### config.mk
export PLATFORM = sky130hd
export DESIGN_NAME = mig_tt_sweeper_flat
export DESIGN_NICKNAME = d
export VERILOG_FILES = /design/src/rtl/mig_tt_sweeper_pkg.sv /design/src/rtl/mig_tt_sweeper_if.sv /design/src/rtl/mig_sample_delay.sv /design/src/rtl/mig_tt_sweeper.sv /design/src/flat_wrapper.sv
export SDC_FILE = /design/constraint.sdc
export NUM_CORES = 1
export LEC_CHECK = 0
export ABC_AREA = 1
export CAP_MARGIN = 10
export CORE_MARGIN = 2
export CORE_UTILIZATION = 53
export CTS_CLUSTER_SIZE = 40
export DETAILED_ROUTE_END_ITERATION = 12
export GPL_ROUTABILITY_DRIVEN = 0
export GPL_TIMING_DRIVEN = 0
export PLACE_DENSITY = 0.77
export SYNTH_ARGS = -nofsm -noshare
export SYNTH_HDL_FRONTEND = slang
export SYNTH_SLANG_ARGS = --single-unit
### constraint.sdc
create_clock -name clk -period 2.1 [get_ports clk]
set_clock_uncertainty 0.1 [all_clocks]
set_input_delay 0.42 -clock clk [delete_from_list [all_inputs] [get_ports clk]]
set_output_delay 0.42 -clock clk [all_outputs]
set_load 0.02 [all_outputs]
### src/rtl/mig_tt_sweeper_pkg.sv
// mig_tb_pkg: shared sweep state encoding, latency bound and truth-table width helper
package mig_tb_pkg;
  typedef enum logic [1:0] {IDLE, DRIVE, DRAIN, DONE} state_t;
  localparam int MAX_LATENCY = 7;
  function automatic int tt_width(input int n);
    return 1 << n;
  endfunction
endpackage

### src/rtl/mig_tt_sweeper_if.sv
// mig_tt_sweeper_if: stimulus/result bundle between a sweeper and its netlist-side harness
interface mig_tt_sweeper_if #(parameter int NUM_PI = 5);
  localparam int TT_W = mig_tb_pkg::tt_width(NUM_PI);
  logic start;
  logic [TT_W-1:0] expected_tt;
  logic [NUM_PI-1:0] pi;
  logic po;
  logic busy;
  logic done;
  logic pass;
  logic [TT_W-1:0] captured_tt;
  logic [NUM_PI:0] mismatch_cnt;
  logic [NUM_PI-1:0] first_bad;
  modport master (output start, expected_tt, po, input pi, busy, done, pass, captured_tt, mismatch_cnt, first_bad);
  modport slave (input start, expected_tt, po, output pi, busy, done, pass, captured_tt, mismatch_cnt, first_bad);
endinterface

### src/rtl/mig_sample_delay.sv
// mig_sample_delay: LATENCY-deep valid+index shift register matching the netlist pipeline
module mig_sample_delay #(
  parameter int LATENCY = 0,
  parameter int W = 5
) (
  input  logic clk,
  input  logic rst_n,
  input  logic in_v,
  input  logic [W-1:0] in_idx,
  output logic out_v,
  output logic [W-1:0] out_idx
);
  if (LATENCY == 0) begin : g_wire
    logic unused_clk_rst;
    assign unused_clk_rst = clk ^ rst_n;
    assign out_v = in_v;
    assign out_idx = in_idx;
  end else begin : g_sr
    logic [LATENCY-1:0] v;
    logic [W-1:0] ix [LATENCY];
    always_ff @(posedge clk or negedge rst_n)
      if (!rst_n) begin
        v <= '0;
        for (int i = 0; i < LATENCY; i++) ix[i] <= '0;
      end else begin
        v[0] <= in_v;
        ix[0] <= in_idx;
        for (int i = 1; i < LATENCY; i++) begin
          v[i] <= v[i-1];
          ix[i] <= ix[i-1];
        end
      end
    assign out_v = v[LATENCY-1];
    assign out_idx = ix[LATENCY-1];
  end
endmodule

### src/rtl/mig_tt_sweeper.sv
// mig_tt_sweeper: drives all input vectors into a netlist and checks po0 against a golden truth table
module mig_tt_sweeper import mig_tb_pkg::*; #(
  parameter int NUM_PI = 5,
  parameter int LATENCY = 0
) (
  input logic clk,
  input logic rst_n,
  mig_tt_sweeper_if.slave bus
);
  localparam int TT_W = tt_width(NUM_PI);
  state_t state;
  logic [NUM_PI:0] drv_idx;
  logic [TT_W-1:0] exp_q;
  logic [2:0] dcnt;
  logic drv_v;
  logic tap_v;
  logic [NUM_PI-1:0] tap_idx;
  assign drv_v = state == DRIVE;
  // pi itself is the first delay entry, so the tap lines up with po after LATENCY stages
  mig_sample_delay #(.LATENCY(LATENCY), .W(NUM_PI)) u_dly (
    .clk(clk),
    .rst_n(rst_n),
    .in_v(drv_v),
    .in_idx(bus.pi),
    .out_v(tap_v),
    .out_idx(tap_idx)
  );
  always_ff @(posedge clk or negedge rst_n)
    if (!rst_n) begin
      state <= IDLE;
      drv_idx <= '0;
      exp_q <= '0;
      dcnt <= '0;
      bus.pi <= '0;
      bus.busy <= 1'b0;
      bus.done <= 1'b0;
      bus.pass <= 1'b0;
      bus.captured_tt <= '0;
      bus.mismatch_cnt <= '0;
      bus.first_bad <= '0;
    end else begin
      bus.done <= 1'b0;
      case (state)
        IDLE: if (bus.start) begin
          state <= DRIVE;
          exp_q <= bus.expected_tt;
          bus.captured_tt <= '0;
          bus.mismatch_cnt <= '0;
          bus.first_bad <= '0;
          bus.pass <= 1'b0;
          bus.busy <= 1'b1;
          bus.pi <= '0;
          drv_idx <= (NUM_PI+1)'(1);
        end
        DRIVE: if (drv_idx == (NUM_PI+1)'(TT_W)) begin
          state <= DRAIN;
          dcnt <= '0;
        end else begin
          bus.pi <= drv_idx[NUM_PI-1:0];
          drv_idx <= drv_idx + (NUM_PI+1)'(1);
        end
        DRAIN: if (dcnt == 3'(LATENCY)) begin
          state <= DONE;
          bus.busy <= 1'b0;
          bus.done <= 1'b1;
          bus.pass <= bus.captured_tt == exp_q;
        end else dcnt <= dcnt + 3'd1;
        DONE: state <= IDLE;
      endcase
      if (tap_v) begin
        bus.captured_tt[tap_idx] <= bus.po;
        if (bus.po != exp_q[tap_idx]) begin
          bus.mismatch_cnt <= bus.mismatch_cnt + (NUM_PI+1)'(1);
          if (bus.mismatch_cnt == '0) bus.first_bad <= tap_idx;
        end
      end
    end
endmodule
### src/flat_wrapper.sv
// flat-port wrapper written by rule: the top's interface ports become plain ports
module mig_tt_sweeper_flat import mig_tb_pkg::*;
#(
  parameter int NUM_PI = 5,
  parameter int LATENCY = 0
)
  (clk, rst_n, bus_start, bus_expected_tt, bus_po, bus_pi, bus_busy, bus_done, bus_pass, bus_captured_tt, bus_mismatch_cnt, bus_first_bad);
  mig_tt_sweeper_if #(.NUM_PI(NUM_PI)) bus_i ();
  input logic clk;
  input logic rst_n;
  input wire logic [$bits(bus_i.start)-1:0] bus_start;
  input wire logic [$bits(bus_i.expected_tt)-1:0] bus_expected_tt;
  input wire logic [$bits(bus_i.po)-1:0] bus_po;
  output wire logic [$bits(bus_i.pi)-1:0] bus_pi;
  output wire logic [$bits(bus_i.busy)-1:0] bus_busy;
  output wire logic [$bits(bus_i.done)-1:0] bus_done;
  output wire logic [$bits(bus_i.pass)-1:0] bus_pass;
  output wire logic [$bits(bus_i.captured_tt)-1:0] bus_captured_tt;
  output wire logic [$bits(bus_i.mismatch_cnt)-1:0] bus_mismatch_cnt;
  output wire logic [$bits(bus_i.first_bad)-1:0] bus_first_bad;
  assign bus_i.start = bus_start;
  assign bus_i.expected_tt = bus_expected_tt;
  assign bus_i.po = bus_po;
  assign bus_pi = bus_i.pi;
  assign bus_busy = bus_i.busy;
  assign bus_done = bus_i.done;
  assign bus_pass = bus_i.pass;
  assign bus_captured_tt = bus_i.captured_tt;
  assign bus_mismatch_cnt = bus_i.mismatch_cnt;
  assign bus_first_bad = bus_i.first_bad;
  mig_tt_sweeper #(.NUM_PI(NUM_PI), .LATENCY(LATENCY)) u_core (.clk(clk), .rst_n(rst_n), .bus(bus_i));
endmodule
==> impl_results.html <==
<table>
<tr><th>Metric</th><th>Value</th></tr>
<tr><th colspan="2">Pwr</th></tr>
<tr><td>VDD IR max</td><td>0.0009415 V</td></tr>
<tr><td>Leak Pwr</td><td>0.002997 uW</td></tr>
<tr><td>Power density over cell area</td><td>between 1000 and 1500 nW/um2</td></tr>
<tr><th colspan="2">Global routing</th></tr>
<tr><td>Met2 demand-to-capacity share in global routing</td><td>0.5172</td></tr>
<tr><td>Total overflow reported by the global router</td><td>0</td></tr>
<tr><td>Via count of the first global-routing pass</td><td>about 4,700</td></tr>
<tr><td>Grt peak-use layer</td><td>met2</td></tr>
<tr><td>First-pass GRT wire length</td><td>~23,000 um</td></tr>
<tr><td>Met1 Use GR</td><td>0.3819</td></tr>
<tr><td>Largest net degree at the start of global routing</td><td>67</td></tr>
<tr><td>Antenna violations before repair</td><td>0</td></tr>
<tr><td>Global routing usage on met3</td><td>0.06267</td></tr>
<tr><td>All-layer global routing usage</td><td>0.3038</td></tr>
<tr><th colspan="2">Place</th></tr>
<tr><td>Worst slack at placement</td><td>-0.6847 ns</td></tr>
<tr><td>Final HPWL from detailed placement</td><td>10,750 um</td></tr>
<tr><td>Count of buffers inserted at the top-level ports</td><td>86</td></tr>
<tr><td>Number of instances in the placed design</td><td>slightly above 800</td></tr>
<tr><th colspan="2">STA</th></tr>
<tr><td>Final Setup Violations</td><td>1</td></tr>
<tr><td>Number of endpoints with negative hold slack in the final report</td><td>0</td></tr>
<tr><td>Post-layout min period</td><td>between 2 and 2.5 ns</td></tr>
<tr><td>Worst path setup slack after routing</td><td>-0.007540 ns</td></tr>
<tr><td>Final clock period utilization by the worst path</td><td>1.004</td></tr>
<tr><td>Max Clk Rate</td><td>between 400 and 500 MHz</td></tr>
<tr><td>Normalized max-slew margin</td><td>0.6416</td></tr>
<tr><td>Pins Over Slew Limit</td><td>0</td></tr>
<tr><td>RSZ-0062 raised after global routing</td><td>true</td></tr>
<tr><td>Transition time at the pin with the least slew margin</td><td>~0.54 ns</td></tr>
<tr><td>WHS</td><td>between 0.4 and 0.5 ns</td></tr>
<tr><th colspan="2">Worst setup path</th></tr>
<tr><td>R2r setup slk</td><td>-0.008 ns</td></tr>
<tr><td>CP endpoint</td><td>u_core.bus.mismatch_cnt[4]$_DFF_PN0_</td></tr>
<tr><td>Critical Path Fanout Max</td><td>7</td></tr>
<tr><td>Classification of the worst setup path</td><td>flip-flop to flip-flop</td></tr>
<tr><td>FF-to-FF End</td><td>u_core.bus.mismatch_cnt[4]$_DFF_PN0_</td></tr>
<tr><td>Kind of start point of the critical path</td><td>flip-flop</td></tr>
<tr><td>Critical path capture point type</td><td>flip-flop</td></tr>
<tr><td>FF-to-FF Start</td><td>u_core.bus.pi[3]$_DFFE_PN0P_</td></tr>
<tr><td>Beginning of the critical path</td><td>u_core.bus.pi[3]$_DFFE_PN0P_</td></tr>
<tr><td>Critical path data arrival time</td><td>2.29 ns</td></tr>
<tr><td>Logic depth of the worst register-to-register path</td><td>13</td></tr>
<tr><td>Required time of the critical path</td><td>around 2.3 ns</td></tr>
<tr><th colspan="2">Floorplanning</th></tr>
<tr><td>Chip Width</td><td>between 90 and 100 um</td></tr>
<tr><td>Placeable Area</td><td>8806 um2</td></tr>
<tr><td>Number of placed I/O pins</td><td>87</td></tr>
<tr><td>Starting utilization of the core area</td><td>0.5523</td></tr>
<tr><td>Die extent in y</td><td>between 90 and 100 um</td></tr>
<tr><td>Die outline area</td><td>approximately 10000 um2</td></tr>
<tr><td>Num rows</td><td>34</td></tr>
<tr><th colspan="2">Yosys</th></tr>
<tr><td>Most common library cells after synthesis</td><td>nand2_1 (219), dfrtp_1 (94), o21ai_0 (73), inv_1 (63), nand3_1 (41)</td></tr>
<tr><td>Number of register bits inferred by synthesis</td><td>94</td></tr>
<tr><td>Yosys top cell area share</td><td>0.4837</td></tr>
<tr><td>Total nets after synthesis</td><td>around 680</td></tr>
<tr><td>Yosys Warn Count</td><td>0</td></tr>
<tr><td>Gate count of the mapped netlist</td><td>approximately 640</td></tr>
<tr><td>Unique masters post-synth</td><td>31</td></tr>
<tr><td>Post-synthesis average cell area</td><td>between 7 and 8 um2</td></tr>
<tr><td>Top flip-flop cell by instance count after synthesis</td><td>dfrtp_1</td></tr>
<tr><td>Cell area after synthesis</td><td>approximately 5000 um2</td></tr>
<tr><td>Share of flip-flops with an asynchronous set or reset after synthesis</td><td>1.000</td></tr>
<tr><td>Synth area leader</td><td>dfrtp_1</td></tr>
<tr><td>Most repeated cell in the gate-level netlist after synthesis</td><td>nand2_1</td></tr>
<tr><td>Share of synthesized area occupied by flip-flops and latches</td><td>0.4837</td></tr>
<tr><td>Number of enable flip-flop cells after synthesis</td><td>0</td></tr>
<tr><td>Top cells by area in the synthesized netlist</td><td>dfrtp_1 (48%), nand2_1 (17%), o21ai_0 (7.5%), inv_1 (4.9%), nand3_1 (4.2%)</td></tr>
<tr><th colspan="2">Hold path</th></tr>
<tr><td>Worst hold-check path type</td><td>primary input to asynchronous set/reset pin</td></tr>
<tr><th colspan="2">Final layout</th></tr>
<tr><td>Layout cell share with drive strength beyond 1</td><td>0.1242</td></tr>
<tr><td>Util after Layout</td><td>0.7347</td></tr>
<tr><td>Final cell count without fillers</td><td>865</td></tr>
<tr><td>Number of nets at the end of the flow</td><td>about 800</td></tr>
<tr><td>Antenna cell count</td><td>0</td></tr>
<tr><td>Synthesis-to-layout area growth</td><td>33.03%</td></tr>
<tr><td>Number of fill cells</td><td>688</td></tr>
<tr><th colspan="2">Status</th></tr>
<tr><td>Failing checks</td><td>negative setup slack</td></tr>
<tr><td>Outcome</td><td>complete, but fails checks</td></tr>
<tr><th colspan="2">CTS</th></tr>
<tr><td>Maximum clock path buffer count</td><td>2</td></tr>
<tr><td>Number of clock sinks seen by CTS</td><td>94</td></tr>
<tr><td>Clk pin slew, worst setup/hold paths</td><td>0.10 ns</td></tr>
<tr><td>Clk_lat worst skew</td><td>approximately 0.38 ns</td></tr>
<tr><td>Depth of the CTS H-tree</td><td>3</td></tr>
<tr><td>Root buffer cell</td><td>clkbuf_8</td></tr>
<tr><td>Total clock buffers created by CTS</td><td>9</td></tr>
<tr><td>CTS tree</td><td>built</td></tr>
<tr><th colspan="2">Routing</th></tr>
<tr><td>Via/cell ratio</td><td>around 5.7</td></tr>
<tr><td>Vias post-DR</td><td>around 4,900</td></tr>
<tr><td>Drt pass-1 iters</td><td>5</td></tr>
<tr><td>Avg WL per Cell</td><td>between 15 and 20 um</td></tr>
<tr><td>Antenna violation net count after detailed routing</td><td>0</td></tr>
<tr><td>Drt drc</td><td>0</td></tr>
<tr><td>Iter 0 DRT Violations</td><td>441</td></tr>
<tr><td>Total detailed-routing wirelength</td><td>approximately 15,000 um</td></tr>
<tr><th colspan="2">Job</th></tr>
<tr><td>Max Cap Viol</td><td>0</td></tr>
</table>
per-layer routing:
| layer | routed length, um | vias to the layer above |
|---|---|---|
| met1 | 5861 | 2345 |
| li1 | - | 2297 |
| met4 | 545 | 0 |
| met5 | 0 | - |
| met3 | 1248 | 52 |
| met2 | 7770 | 239 |
logic make-up after synthesis:
| family | Yosys count | share of synthesized area |
|---|---|---|
| AO/OA/AOI/OAI | 110 | 0.1176 |
| adder cells (fa/ha/maj) | 10 | 0.02573 |
| buffers and inverters | 88 | 0.07178 |
| AND/OR/NAND/NOR | 319 | 0.2755 |
| flip-flops | 94 | 0.4837 |
| multiplexers | 1 | 0.002315 |
| XOR/XNOR | 13 | 0.02341 |
state kept, by name, indices dropped and copies added, names as in the netlist:
signal	flops
u_core.drv_idx	6
u_core.bus.mismatch_cnt	6
u_core.bus.done	1
u_core.bus.pi	5
u_core.bus.first_bad	5
u_core.dcnt	3
u_core.bus.captured_tt	32
u_core.bus.busy	1
u_core.state	2
u_core.exp_q	32
u_core.bus.pass	1
power breakdown:
| part | internal (uW) | switching [uW] |
|---|---|---|
| Clock | 454 | 710 |
| Sequential | 2420 | 643 |
| Combinational | 1740 | 2720 |
| Total | 4610 | 4080 |
worst min-delay path by stage:
stage	startpoint	end	slack (ns)	cells past startpoint
final	rst_n	u_core.exp_q[8]$_DFFE_PN0P_	0.41	2
after global routing	rst_n	u_core.exp_q[8]$_DFFE_PN0P_	0.45	2
after floorplan	rst_n	u_core.bus.busy$_DFFE_PN0P_	0.02	0
after detailed placement	rst_n	u_core.exp_q[8]$_DFFE_PN0P_	0.28	1
after global placement	u_core.bus.busy$_DFFE_PN0P_	u_core.bus.busy$_DFFE_PN0P_	0.39	2
after CTS	u_core.bus.busy$_DFFE_PN0P_	u_core.bus.busy$_DFFE_PN0P_	0.42	2
layout make-up:
cell class | count | area, um2 | share of cell area
sequential | 94 | 2357 | 0.3643
multi-input combinational | 453 | 2346 | 0.3626
timing repair buffer | 107 | 1056 | 0.1632
inverter | 65 | 250.2 | 0.03868
buffer | 22 | 141.4 | 0.02185
tap | 108 | 135.1 | 0.02089
clock buffer | 10 | 127.6 | 0.01973
clock inverter | 6 | 56.30 | 0.008702
critical path: stages, from the launching register on:
cell	delay (ns)
dfrtp_2	0.52
clkinvlp_4	0.25
buf_6	0.18
nor3_4	0.15
nand2_2	0.09
nand2_2	0.11
nor2_4	0.06
nand2_2	0.09
nand2_2	0.07
nand2_2	0.09
nor2_4	0.05
buf_6	0.14
nand2_1	0.05
o21ai_1	0.06
what timing repair did:
item / CTS / global route
pin swaps: 0 / 10
endpoints found under the hold margin: 28 / 0
gates cloned: 0 / 1
hold buffers: 1 / 0
setup endpoints to repair: 50 / 58
resized for setup: 22 / 61
buffers inserted: 1 / 17
layout by cell type (no fill, tap or decap), types with 2 or more instances in the layout:
cell	instances
xnor2_1	6
clkinv_4	3
nor3_4	8
nor3_1	2
dfrtp_1	90
buf_4	19
buf_6	4
buf_12	2
nor3_2	4
ha_1	10
dfrtp_2	4
buf_2	2
inv_8	2
clkbuf_1	9
nor4_1	5
o21ai_2	2
nor2_4	3
nand2_2	16
clkinvlp_4	2
clkdlybuf4s50_1	81
nand2_1	203
xor2_1	7
dlygate4sd2_1	2
o21ai_0	70
nor2_1	21
inv_1	62
nor3b_1	3
a21oi_1	18
o22ai_1	8
clkbuf_2	5
nand3_1	41
o21ai_1	7
clkbuf_8	9
nand4_1	10
metrics by stage:
| step | power, uW | TNS (ns) | cell area [um2] |
|---|---|---|---|
| after floorplan | 5375 | 0 | 4863 |
| after global placement | 6690 | -289.72 | 5859 |
| after detailed placement | 6828 | -16.40 | 5884 |
| after CTS | 8038 | -0.02049 | 6141 |
| after global routing | 9242 | -0.8111 | 6470 |
| final | 8684 | -0.007540 | 6470 |
(Power assumes the default switching activity.)
